===== config.mk =====
export PLATFORM = sky130hd
export DESIGN_NAME = load_store_unit
export DESIGN_NICKNAME = d
export VERILOG_FILES = /design/src/rtl/load_store_unit_pkg.sv /design/src/rtl/lsu_align.sv /design/src/rtl/load_store_unit.sv
export SDC_FILE = /design/constraint.sdc
export NUM_CORES = 1
export LEC_CHECK = 0
export ABC_CLOCK_PERIOD_IN_PS = 3200
export BUFFER_PORTS_ARGS = -buffer_cell sky130_fd_sc_hd__buf_2
export CAP_MARGIN = 10
export CORE_MARGIN = 10
export CORE_UTILIZATION = 35
export CTS_CLUSTER_DIAMETER = 100
export DETAILED_ROUTE_END_ITERATION = 10
export PLACE_DENSITY = 0.66
export SETUP_SLACK_MARGIN = 0.3
export SLEW_MARGIN = 30
export SYNTH_ARGS = -nofsm -noshare
export SYNTH_HDL_FRONTEND = slang
export SYNTH_HIERARCHICAL = 1
export SYNTH_SLANG_ARGS = --single-unit

===== constraint.sdc =====
create_clock -name clk -period 3.2 [get_ports clk]
set_clock_uncertainty 0.2 [all_clocks]
set_input_delay 0.32 -clock clk [delete_from_list [all_inputs] [get_ports clk]]
set_output_delay 0.32 -clock clk [all_outputs]
set_load 0.005 [all_outputs]

===== src/rtl/load_store_unit_pkg.sv =====
// Shared types and helpers for the load/store unit: FSM states, access-size
// codes and the legality/alignment check used at issue.
package load_store_unit_pkg;

  typedef enum logic [1:0] {
    ST_IDLE = 2'd0,
    ST_REQ  = 2'd1,
    ST_DONE = 2'd2
  } lsu_state_e;

  // funct3 encodings; bit 2 selects zero-extension on loads
  localparam logic [2:0] F3_B  = 3'b000;
  localparam logic [2:0] F3_H  = 3'b001;
  localparam logic [2:0] F3_W  = 3'b010;
  localparam logic [2:0] F3_BU = 3'b100;
  localparam logic [2:0] F3_HU = 3'b101;

  localparam logic [1:0] SZ_B = 2'b00;
  localparam logic [1:0] SZ_H = 2'b01;

  function automatic logic access_ok(input logic is_store, input logic [2:0] f3,
                                     input logic [1:0] off);
    logic legal;
    logic aligned;
    if (is_store) legal = (f3 == F3_B) || (f3 == F3_H) || (f3 == F3_W);
    else legal = (f3 == F3_B) || (f3 == F3_H) || (f3 == F3_W) ||
                 (f3 == F3_BU) || (f3 == F3_HU);
    case (f3[1:0])
      SZ_B:    aligned = 1'b1;
      SZ_H:    aligned = ~off[0];
      default: aligned = (off == 2'b00);
    endcase
    return legal & aligned;
  endfunction

endpackage


===== src/rtl/lsu_align.sv =====
// Byte-lane steering for stores and lane extraction plus sign/zero extension
// for loads. Purely combinational.
module lsu_align
  import load_store_unit_pkg::*;
(
  input  logic [2:0]  st_funct3,
  input  logic [1:0]  st_off,
  input  logic [31:0] st_wdata,
  output logic [3:0]  st_be,
  output logic [31:0] st_data,
  input  logic [2:0]  ld_funct3,
  input  logic [1:0]  ld_off,
  input  logic [31:0] rdata,
  output logic [31:0] ld_data
);

  logic [7:0]  ld_byte;
  logic [15:0] ld_half;
  logic        ld_signed;

  always_comb begin
    st_be   = 4'b1111;
    st_data = st_wdata;
    case (st_funct3[1:0])
      SZ_B: begin
        st_be   = 4'b0001 << st_off;
        st_data = {4{st_wdata[7:0]}};
      end
      SZ_H: begin
        st_be   = 4'b0011 << st_off;
        st_data = {2{st_wdata[15:0]}};
      end
      default: ;
    endcase
  end

  assign ld_byte   = rdata[{ld_off, 3'b000} +: 8];
  assign ld_half   = rdata[{ld_off[1], 4'b0000} +: 16];
  assign ld_signed = ~ld_funct3[2];

  always_comb begin
    ld_data = rdata;
    case (ld_funct3[1:0])
      SZ_B:    ld_data = {{24{ld_signed & ld_byte[7]}}, ld_byte};
      SZ_H:    ld_data = {{16{ld_signed & ld_half[15]}}, ld_half};
      default: ;
    endcase
  end

endmodule


===== src/rtl/load_store_unit.sv =====
// Memory-stage load/store engine: issues one req/ack bus transaction per
// legal M-stage access and holds the pipeline until it completes.
//   state | meaning
//   IDLE  | waiting for an M-stage access; stall only while issuing
//   REQ   | bus_req high, fields frozen, waiting for bus_ack or timeout
//   DONE  | result/err pulses out, stall released so M advances
module load_store_unit
  import load_store_unit_pkg::*;
#(
  parameter int TIMEOUT_CYCLES = 255,
  parameter int CNT_W          = 8
) (
  input  logic        clk,
  input  logic        reset,
  input  logic        mem_wr_m,
  input  logic        mem_rd_m,
  input  logic        flush_m,
  input  logic [2:0]  funct3_m,
  input  logic [31:0] addr_m,
  input  logic [31:0] wdata_m,
  output logic        stall_m,
  output logic [31:0] ld_data,
  output logic        ld_valid,
  output logic        misalign_err,
  output logic        bus_err,
  output logic        bus_req,
  output logic        bus_we,
  output logic [31:0] bus_addr,
  output logic [3:0]  bus_be,
  output logic [31:0] bus_wdata,
  input  logic        bus_ack,
  input  logic [31:0] bus_rdata
);

  localparam logic [CNT_W-1:0] TO_LIM = CNT_W'(TIMEOUT_CYCLES);

  lsu_state_e       state;
  logic [CNT_W-1:0] cnt;
  logic [CNT_W-1:0] cnt_inc;
  logic [2:0]       ld_f3;
  logic [1:0]       ld_off;
  logic             is_load;
  logic             access;
  logic             ok;
  logic             go;
  logic [3:0]       st_be;
  logic [31:0]      st_data;
  logic [31:0]      ld_ext;

  lsu_align u_align (
    .st_funct3 (funct3_m),
    .st_off    (addr_m[1:0]),
    .st_wdata  (wdata_m),
    .st_be     (st_be),
    .st_data   (st_data),
    .ld_funct3 (ld_f3),
    .ld_off    (ld_off),
    .rdata     (bus_rdata),
    .ld_data   (ld_ext)
  );

  assign access  = (mem_rd_m | mem_wr_m) & ~flush_m;
  assign ok      = access_ok(mem_wr_m, funct3_m, addr_m[1:0]);
  assign go      = (state == ST_IDLE) & access & ok;
  assign cnt_inc = cnt + 1'b1;

  // The issue cycle must stall combinationally so M holds at this edge.
  assign stall_m = reset & (go | (state == ST_REQ));

  always_ff @(posedge clk or negedge reset) begin
    if (!reset) begin
      state        <= ST_IDLE;
      cnt          <= '0;
      ld_f3        <= '0;
      ld_off       <= '0;
      is_load      <= 1'b0;
      ld_data      <= '0;
      ld_valid     <= 1'b0;
      misalign_err <= 1'b0;
      bus_err      <= 1'b0;
      bus_req      <= 1'b0;
      bus_we       <= 1'b0;
      bus_addr     <= '0;
      bus_be       <= '0;
      bus_wdata    <= '0;
    end else begin
      ld_valid     <= 1'b0;
      misalign_err <= 1'b0;
      bus_err      <= 1'b0;
      case (state)
        ST_IDLE: begin
          if (go) begin
            bus_req   <= 1'b1;
            bus_we    <= mem_wr_m;
            bus_addr  <= {addr_m[31:2], 2'b00};
            bus_be    <= st_be;
            bus_wdata <= mem_wr_m ? st_data : 32'h0;
            is_load   <= ~mem_wr_m;
            ld_f3     <= funct3_m;
            ld_off    <= addr_m[1:0];
            cnt       <= '0;
            state     <= ST_REQ;
          end else if (access) begin
            misalign_err <= 1'b1;
          end
        end
        ST_REQ: begin
          if (bus_ack) begin
            bus_req  <= 1'b0;
            ld_data  <= is_load ? ld_ext : 32'h0;
            ld_valid <= is_load;
            cnt      <= '0;
            state    <= ST_DONE;
          end else if ((TIMEOUT_CYCLES != 0) && (cnt_inc == TO_LIM)) begin
            bus_req <= 1'b0;
            ld_data <= 32'h0;
            bus_err <= 1'b1;
            cnt     <= '0;
            state   <= ST_DONE;
          end else begin
            cnt <= cnt_inc;
          end
        end
        ST_DONE: state <= ST_IDLE;
        default: state <= ST_IDLE;
      endcase
    end
  end

endmodule

==> run_results.csv, run 1 <==
group,metric,value,unit
outcome,outcome,"finished clean",
timing,fmax,364.8,MHz
flow_run,cap_violations,0,
power_and_ir_drop,p_total,5.672,mW
logic_synthesis,synth-async-reset-ratio,100.0,%
global_route,grt_usage,16.60,%
floorplanning,start_util,35.78,%
detailed_routing,met3_length,1470,µm
logic_synthesis,yosys-top-cells-area,"dfrtp_1, nand2_1, a22oi_1",
global_route,grt_start_max_net_pins,76,
global_route,grt_pass1_wl,32300,µm
timing,relSlewSlack,53.74,%
setup_path,reg2reg_to,"ld_data[9]",
logic_synthesis,synthMuxAreaShare,4.855,%
logic_synthesis,synth_flop_cell,"dfrtp_1",
setup_path,arrival,2220,ps
logic_synthesis,synth_cell_types,57,
timing,layout_min_cycle_time,2742,ps
clock_tree,cts.clk_slew.worst_paths,60,ps
place,portBuffers,208,
floorplanning,die_h,153.2,µm
setup_path,end_kind,"output port",
detailed_routing,drt_pass1_iterations,5,
clock_tree,cts_tree,"yes",
finish,ff_latch_area,2978,µm²
logic_synthesis,synth_top_area_cell,"dfrtp_1",
timing,hold_viol,0,
global_route,grt_pass1_vias,5995,
detailed_routing,first_iter_violations,422,
finish,layout.nets,1059,
logic_synthesis,yosys_warnings,6,
logic_synthesis,synth_area_per_cell,8.543,µm²
timing,rsz0062_at_grt,"false",
setup_path,cp.required,2680,ps
logic_synthesis,ys_seq_area_share,47.95,%
place,gp_congestion,0.8539,
timing,setup_viol,0,
detailed_routing,top_layer,"met5",
timing,worst_pin_slew,693.9,ps
detailed_routing,drc,0,
setup_path,worstRegToRegCells,6,
place,dpl.hpwl,13970,µm
timing,drv_slew,0,
detailed_routing,routed_wl,20010,µm
timing,tns,0,ps
clock_tree,cts_buffers,17,
power_and_ir_drop,leakage,4.349,nW
timing,min_period_over_period,85.67,%
detailed_routing,met2_length,9463,µm
floorplanning,die_area,23470,µm²
clock_tree,insertion_delay,420,ps
detailed_routing,routed_via_density,4.935,
clock_tree,cts-root-buf,"clkbuf_16",
finish,area_delta_synth_final,34.85,%
setup_path,crit_end,"stall_m",
detailed_routing,dr_total_vias,5873,
logic_synthesis,synth_edf_count,0,
logic_synthesis,yosys.area_share.xor_xnor,0.6849,%
finish,multi_input_area,2870,µm²
setup_path,crit_path_start_kind,"input pin",
logic_synthesis,yosys.area_share.simple,25.46,%
floorplanning,core-area,17360,µm²
detailed_routing,wl_per_cell,16.81,µm
setup_path,crit_fanout,8,
setup_path,reg2reg_slack,890,ps
finish,diodes,0,
clock_tree,cts_sinks,119,
timing,hold_slack,37.14,ps
floorplanning,ioPinCount,211,
global_route,grt_antenna_before_repair,1,
worst_hold_path,hold_path.class,"in2reg",
detailed_routing,wirelength_met1,8720,µm
finish,fillCellCount,1671,
finish,drive_gt1_share,30.05,%
logic_synthesis,synth_area,6211,µm²
power_and_ir_drop,p_per_area,677.2,nW/µm²
clock_tree,cts_buffer_depth,2,
setup_path,r2r-start,"cnt[0]",
logic_synthesis,synth-seq-cells,119,
floorplanning,rows,48,
global_route,overflow,0,
floorplanning,die_w,153.2,µm
clock_tree,cts_max_level,4,
logic_synthesis,synth-adder-area-share,0.4029,%
setup_path,critPathKind,"in2out",
logic_synthesis,synth_top_family_by_area,"simple AND/OR/NAND/NOR gates",
logic_synthesis,synth_compound_area_share,14.59,%
clock_tree,post-cts-setup-buffers,0,
logic_synthesis,syn_inst,727,
setup_path,crit_start,"funct3_m[2]",
finish,final_util,48.26,%
power_and_ir_drop,vdd_drop_max,0.0004000,V
detailed_routing,ant_nets,0,
logic_synthesis,netlist.area_leader.share,47.95,%
per-layer routing:
| metal | up-vias | GRT usage [%] |
|---|---|---|
| met5 | - | 0 |
| met4 | 2 | 5.495 |
| met3 | 22 | 5.051 |
| met2 | 208 | 26.35 |
| met1 | 2756 | 21.00 |
| li1 | 2885 | - |
synthesized netlist by cell type (5+ instances only):
library cell and n:
a221o_2 6, buf_6 6, mux2_2 17, nor2_1 10
nand3_1 37, o21ai_0 47, nor2b_1 13, dfrtp_1 119
clkbuf_1 17, buf_2 19, a22oi_1 34, nand2b_1 6
mux2i_1 11, nand2_1 286, buf_4 16, inv_1 5
a21oi_1 16, o21bai_1 5
per-stage QoR:
step | setup slack [ps] | instances | cell area [µm²]
6_report | 458.4 | 1190 | 8376
5_1_grt | 351.3 | 1190 | 8376
4_1_cts | 373.1 | 1190 | 8372
3_5_place_dp | 898.2 | 1115 | 7302
3_3_place_gp | 979.1 | 1115 | 7302
2_1_floorplan | 1226 | 728 | 6215
state kept, by name, summed over array words and instances (netlist names):
| register | flops |
|---|---|
| misalign_err | 1 |
| ld_data | 32 |
| bus_we | 1 |
| ld_f3 | 3 |
| state | 2 |
| cnt | 8 |
| is_load | 1 |
| bus_addr | 30 |
| bus_req | 1 |
| bus_be | 4 |
| ld_off | 2 |
| ld_valid | 1 |
| bus_wdata | 32 |
| bus_err | 1 |
cell type report:
type,count,share of cell area [%]
Clock inverter,15,2.555
Tap cell,225,3.361
Timing Repair Buffer,264,18.91
Inverter,6,0.2689
Clock buffer,17,5.079
Multi-Input combinational cell,544,34.27
Sequential cell,119,35.55
worst max-delay path, stage by stage:
cell           delay, ps
dlygate4sd3_1        540
buf_2                150
or4_1                560
a21oi_1              240
o21bai_2             180
nor2_1               110
buf_2                120
report_power, final:
| part | internal [mW] | switching (mW) |
|---|---|---|
| clock | 1.32 | 0.763 |
| sequential | 1.84 | 0.277 |
| combinational | 0.685 | 0.784 |
| total | 3.85 | 1.82 |
worst min-delay path by stage:
stage,endpoint,startpoint,cells past startpoint
after global placement,bus_wdata[12],reset,1
after CTS,bus_wdata[24],wdata_m[24],5
after global routing,bus_wdata[24],wdata_m[24],5
final,bus_be[0],addr_m[1],4
after floorplan,bus_addr[10],reset,0
after detailed placement,bus_wdata[12],reset,1
cell families (layout without fill, tap and decap cells):
group,after synthesis,in the layout
compound gates,136,136
fa+ha+maj,2,2
other cells,1,2
flops,119,119
buf+inv,65,302
mux,28,28
xor+xnor,4,4
simple gates,372,372
cells in the final DEF, fill, tap and decap left out, drive strengths merged, types with 11 or more instances in the layout:
master / synthesis / routed
o21ai: 51 / 51
nand3: 37 / 37
mux2i: 11 / 11
a21oi: 16 / 16
inv: 5 / 11
a22oi: 34 / 34
dlygate4sd3: 0 / 43
clkbuf: 17 / 17
nor2b: 14 / 14
nor2: 13 / 13
mux2: 17 / 17
dfrtp: 119 / 119
buf: 42 / 221
nand2: 287 / 287
repair_timing:
item / 4_1_cts / 5_1_grt
gates resized for setup: 0 / 1
hold buffers: 43 / 0
hold endpoints to repair: 64 / 0
endpoints found under the setup margin: 0 / 1
Note: power is estimated with default switching activity, not from simulation.
==> inputs of run 2 (changes only) <==
- ABC_AREA: unset -> 1
- CAP_MARGIN: 10 -> 25
- CORE_ASPECT_RATIO: unset -> 0.6
==> run 2 against run 1 <==
First-iteration DRC count up 6.9%; count of clock-buffer cells in the layout unchanged; die area up 1.4%; synthesized area up 0.75%; hold slack worse by 15 ps; cell count up 1.2%; critical path type unchanged; clock power down 6%; critical path depth up 3; largest cell class unchanged; via count down 2.7%.
==> run_results.csv, run 2 <==
group,metric,value,unit
floorplanning,rows,37,
finish,reg_top3,"bus_wdata: 32 flops, ld_data: 32 flops, bus_addr: 30 flops",
timing,tns,0,ps
logic_synthesis,yosys-top-cells-area,"dfrtp_1, nand2_1, nand3_2",
detailed_routing,wl_per_cell,17.00,µm
clock_tree,cts_sinks,119,
setup_path,worstPathCellList,"dlygate4sd3_1, buf_2, o21ai_1, nand2_1, nor2_1, nand2_2, inv_2, nor2_2, nor2_1, buf_2",
global_route,grt_pass1_wl,32020,µm
setup_path,crit_start,"funct3_m[2]",
setup_path,arrival,1840,ps
clock_tree,cts_tree,"yes",
worst_hold_path,hold_depth,2,
finish,drive_gt1_share,34.61,%
logic_synthesis,yosys_warnings,6,
clock_tree,cts.repair.resized,0,
logic_synthesis,synth_top_area_cell,"dfrtp_1",
setup_path,crit_fanout,9,
detailed_routing,ant_nets,0,
power_and_ir_drop,vdd_drop_max,0.0003043,V
setup_path,crit_end,"stall_m",
timing,rsz0062_at_grt,"false",
timing,worst_pin_slew,773.9,ps
power_and_ir_drop,p_seq_share,37.8,%
worst_hold_path,hold_path.class,"in2reg",
logic_synthesis,synth-seq-cells,119,
logic_synthesis,synth_area,6257,µm²
setup_path,max_stage_delay,530,ps
logic_synthesis,synth_edf_count,0,
place,gp_congestion,0.8898,
power_and_ir_drop,switching_power,2.088,mW
logic_synthesis,synth_most_common_cell,"nand2_1",
detailed_routing,first_iter_violations,451,
timing,fmax,424.0,MHz
setup_path,end_kind,"output port",
logic_synthesis,netlist.area_leader.share,47.59,%
timing,setup_viol,0,
clock_tree,cts_buffer_depth,2,
logic_synthesis,synth_common_cells,"nand2_1, dfrtp_1, nand3_2",
clock_tree,cts_max_level,4,
setup_path,crit_slowest_cell,"dlygate4sd3_1",
setup_path,critPathKind,"in2out",
clock_tree,cts-root-buf,"clkbuf_16",
global_route,grt_usage,16.99,%
logic_synthesis,syn_inst,725,
floorplanning,die_area,23800,µm²
timing,hold_viol,0,
setup_path,reg2reg_slack,960,ps
detailed_routing,drc,0,
power_and_ir_drop,p_comb_share,29.8,%
floorplanning,ioPinCount,211,
finish,final_cell_mix,"nand2_1, buf_2, dfrtp_1, nand3_2, dlygate4sd3_1",
timing,relSlewSlack,48.28,%
place,portBuffers,208,
timing,drv_slew,0,
floorplanning,core-area,17310,µm²
power_and_ir_drop,p_per_area,723.1,nW/µm²
logic_synthesis,synth_area_per_cell,8.631,µm²
floorplanning,die_w,192.6,µm
power_and_ir_drop,internal_power,3.930,mW
finish,layout_commonest_cell,"nand2_1",
flow_run,cap_violations,0,
finish,layout.nets,1062,
finish,area_delta_synth_final,32.99,%
logic_synthesis,ys_seq_area_share,47.59,%
power_and_ir_drop,clockPowerShare,32.3,%
floorplanning,die_h,123.6,µm
setup_path,worstRegToRegCells,6,
global_route,grt_start_max_net_pins,120,
setup_path,crit_path_start_kind,"input pin",
setup_path,cp.required,2680,ps
timing,min_period_over_period,73.71,%
floorplanning,start_util,36.14,%
place,dpl.hpwl,14600,µm
power_and_ir_drop,swShare,34.69,%
global_route,grt_pass1_vias,5701,
logic_synthesis,synth-async-reset-ratio,100.0,%
detailed_routing,routed_via_density,4.748,
timing,hold_slack,22.00,ps
detailed_routing,routed_wl,20460,µm
clock_tree,cts.clk_slew.worst_paths,60,ps
clock_tree,cts_buffers,17,
power_and_ir_drop,leakage,4.607,nW
setup_path,r2r-start,"state[1]",
detailed_routing,drt_pass1_iterations,4,
outcome,outcome,"finished clean",
logic_synthesis,synth_cell_types,41,
logic_synthesis,synth_flop_cell,"dfrtp_1",
timing,layout_min_cycle_time,2359,ps
setup_path,reg2reg_to,"bus_wdata[15]",
clock_tree,insertion_delay,400,ps
global_route,grt_antenna_before_repair,2,
detailed_routing,dr_total_vias,5716,
global_route,overflow,0,
[run 2: cell count changes in the layout (fill, tap and decap cells not counted), moves of 11 or more]
cell,delta
nand3_2,+49
nand2_1,+37
a22oi_1,-33
a22o_1,+32
inv_1,+25
o21ai_0,-25
nand3_1,-19
mux2_2,-17
a21oi_1,-13
nor2b_1,-13
o211ai_1,+13
mux2i_1,-11
[run 2: kinds of logic after synthesis]
| family | after synthesis | share of synthesized area (%) |
|---|---|---|
| other cells | 1 | 0.05993 |
| flops | 119 | 47.59 |
| buf+inv | 83 | 8.058 |
| fa+ha+maj | 2 | 0.3999 |
| simple gates | 444 | 35.17 |
| compound gates | 76 | 8.718 |
[run 2: repair_timing]
item,CTS,global route
hold endpoints to repair,159,0
setup endpoints to repair,0,0
setup buffers,0,0
hold buffers,41,0
[run 2: worst max-delay path: cells and delay by family]
family | cells | cell delay [ps]
AOI/OAI and AO/OA | 1 | 70
buffers and inverters | 4 | 860
and+or+nand+nor | 5 | 580
[run 2: power groups by stage]
stage	Combinational, mW	Clock, mW	Sequential (mW)
final	1.80	1.95	2.28
after CTS	1.82	1.98	2.28
after global routing	2.03	2.04	2.34
after global placement	1.75	0	2.29
after detailed placement	1.78	0	2.29
after floorplan	1.01	0	2.27
[run 2: layer usage]
metal	vias up	track usage [%]	wire, µm
met5	-	0	0
met4	0	3.568	138
met3	16	6.951	2086
met2	221	23.29	8641
met1	2686	24.34	9596
li1	2793	-	-
[run 2: worst min-delay path by stage]
stage | endpoint | from | slack (ps)
after detailed placement | bus_addr[22] | bus_addr[22] | 260
after global placement | bus_addr[6] | bus_addr[6] | 260
after CTS | bus_wdata[0] | wdata_m[0] | 3
after global routing | bus_wdata[0] | wdata_m[0] | 20
after floorplan | bus_addr[10] | reset | -180
final | bus_wdata[0] | wdata_m[0] | 20
[run 2: cell type report]
type,instances,area [µm²]
Multi-Input combinational cell,524,2779
Clock inverter,15,166.4
Sequential cell,119,2978
Tap cell,234,292.8
Inverter,35,141.4
Clock buffer,17,425.4
Fill cell,1686,8992
Timing Repair Buffer,258,1534
Antenna cell,2,5.005
[run 2: metrics by stage]
step	instance area, µm²	utilization (%)	worst slack (ps)	instances	power, mW
floorplan	6261	-	1419	726	3.283
global placement	7315	42.25	769.5	1129	4.044
detailed placement	7315	42.25	765.1	1129	4.069
CTS	8317	48.03	808.1	1202	6.079
global route	8317	48.03	666.5	1202	6.420
finish	8322	48.06	841.3	1204	6.017
==> inputs of run 3 (changes only) <==
- ABC_CLOCK_PERIOD_IN_PS: 3200 -> 2300
- clock period: 3.2 -> 2.3 ns (I/O delays scaled with it)
==> run 3 against run 2 <==
Clock power is 35% higher; global-route usage is 1.1 points higher; cell area is 9.0% higher; total power is 41% higher; register-to-register slack worse by 730 ps; via count is 6.1% higher; wire length is 8.7% higher; die area stayed put; sequential cell count stayed put; utilization is 4.3 points higher; critical path type is now reg2out; largest cell class unchanged; largest power group unchanged.
==> run_results.csv, run 3 (synthesis gave the netlist of run 2 again) <==
group,metric,value,unit
outcome,outcome,"finished clean",
flow_run,cap_violations,0,
floorplanning,die_h,123.6,µm
place,dpl.hpwl,14970,µm
clock_tree,cts.clk_slew.worst_paths,60,ps
finish,layout_commonest_cell,"nand2_1",
global_route,grt_start_max_net_pins,120,
finish,final_util,52.38,%
finish,layout.nets,1123,
setup_path,arrival,1650,ps
finish,final_cell_mix,"nand2_1, buf_2, dfrtp_1, dlygate4sd3_1, nand3_2",
floorplanning,core-area,17310,µm²
timing,layout_min_cycle_time,2079,ps
floorplanning,die_area,23800,µm²
clock_tree,cts_buffer_depth,2,
timing,tns,0,ps
detailed_routing,drt_pass1_iterations,5,
setup_path,cp.required,1870,ps
power_and_ir_drop,vdd_drop_max,0.0005300,V
detailed_routing,first_iter_violations,509,
timing,min_period_over_period,90.38,%
timing,rsz0062_at_grt,"true",
detailed_routing,ant_nets,0,
timing,setup_viol,0,
timing,drv_slew,0,
detailed_routing,dr_total_vias,6066,
power_and_ir_drop,p_per_area,937.1,nW/µm²
timing,fmax,481.0,MHz
finish,fillCellCount,1614,
setup_path,critPathKind,"reg2out",
place,dpl_cell_area,7377,µm²
clock_tree,insertion_delay,410,ps
finish,drive_gt1_share,35.57,%
clock_tree,cts-root-buf,"clkbuf_16",
worst_hold_path,hold_path.class,"in2reg",
clock_tree,cts_sinks,119,
place,gp_congestion,0.8618,
setup_path,crit_path_start_kind,"flop",
global_route,grt_pass1_vias,6123,
finish,area_delta_synth_final,44.95,%
finish,final_area,9070,µm²
floorplanning,start_util,36.14,%
clock_tree,cts_tree,"yes",
clock_tree,cts_buffers,17,
global_route,overflow,0,
detailed_routing,wl_per_cell,17.59,µm
global_route,grt_antenna_before_repair,3,
global_route,grt_pass1_wl,33870,µm
timing,relSlewSlack,55.09,%
power_and_ir_drop,leakage,4.936,nW
timing,hold_viol,0,
floorplanning,die_w,192.6,µm
detailed_routing,drc,0,
setup_path,end_kind,"output port",
clock_tree,cts_max_level,4,
floorplanning,rows,37,
finish,reg_top3,"bus_wdata: 32 flops, ld_data: 32 flops, bus_addr: 30 flops",
timing,worst_pin_slew,673.7,ps
detailed_routing,routed_wl,22250,µm
floorplanning,ioPinCount,211,
setup_path,crit_fanout,7,
place,portBuffers,208,
global_route,grt_usage,18.08,%
detailed_routing,routed_via_density,4.795,
-- run 3: final timing paths --
check | startpoint | end | slack, ps | cells past startpoint
setup / recovery | state[0] | stall_m | 220 | 7
hold / removal | wdata_m[26] | bus_wdata[26] | 8 | 4
setup reg to reg | cnt[1] | ld_data[4] | 230 | 11
hold reg to reg | bus_be[3] | bus_be[3] | 270 | 2
max in group asynchronous | reset | cnt[1] | 1020 | 3
min in group asynchronous | reset | ld_data[9] | 340 | 3
-- run 3: layout make-up --
class | instances | area (µm²) | area share, %
Antenna cell | 2 | 5.005 | 0.05518
Clock buffer | 18 | 439.2 | 4.842
Clock inverter | 14 | 141.4 | 1.559
Inverter | 35 | 141.4 | 1.559
Multi-Input combinational cell | 524 | 2878 | 31.73
Sequential cell | 119 | 2979 | 32.85
Tap cell | 234 | 292.8 | 3.228
Timing Repair Buffer | 319 | 2193 | 24.18
-- run 3: metal layers --
layer	GRT usage [%]	share of wire [%]
met1	24.40	45
met2	26.27	43
met3	7.370	11
met4	4.773	1.2
met5	0	0.099
-- run 3: timing repair --
| action | in CTS | in global routing |
|---|---|---|
| setup endpoints to repair | 1 | 47 |
| gates cloned | 0 | 5 |
| gates resized for setup | 3 | 22 |
| pin swaps | 1 | 15 |
| setup buffers | 1 | 7 |
| hold buffers | 84 | 0 |
| hold endpoints to repair | 202 | 0 |
-- run 3: metrics by stage --
stage	worst slack, ps	hold WS, ps	power, mW	std cells
floorplan	518.5	-265.6	4.567	726
global placement	396.0	223.5	5.660	1134
detailed placement	330.7	231.7	5.700	1134
CTS	126.6	0.4726	8.493	1251
global route	97.28	7.588	9.076	1263
finish	221.2	7.820	8.499	1265
-- run 3: critical path, cell delays in order (launching register included) --
cell     delay (ps)
dfrtp_1         380
or2_4           270
nor3_4          120
nand2_2          80
inv_2            90
nor2_4           70
nor2_2          110
buf_2           130
-- run 3: power by group --
group	total, mW	internal, mW	switching (mW)
logic	2.69	1.24	1.44
registers	3.18	2.71	0.467
clock network	2.63	1.55	1.08
total	8.50	5.51	2.99
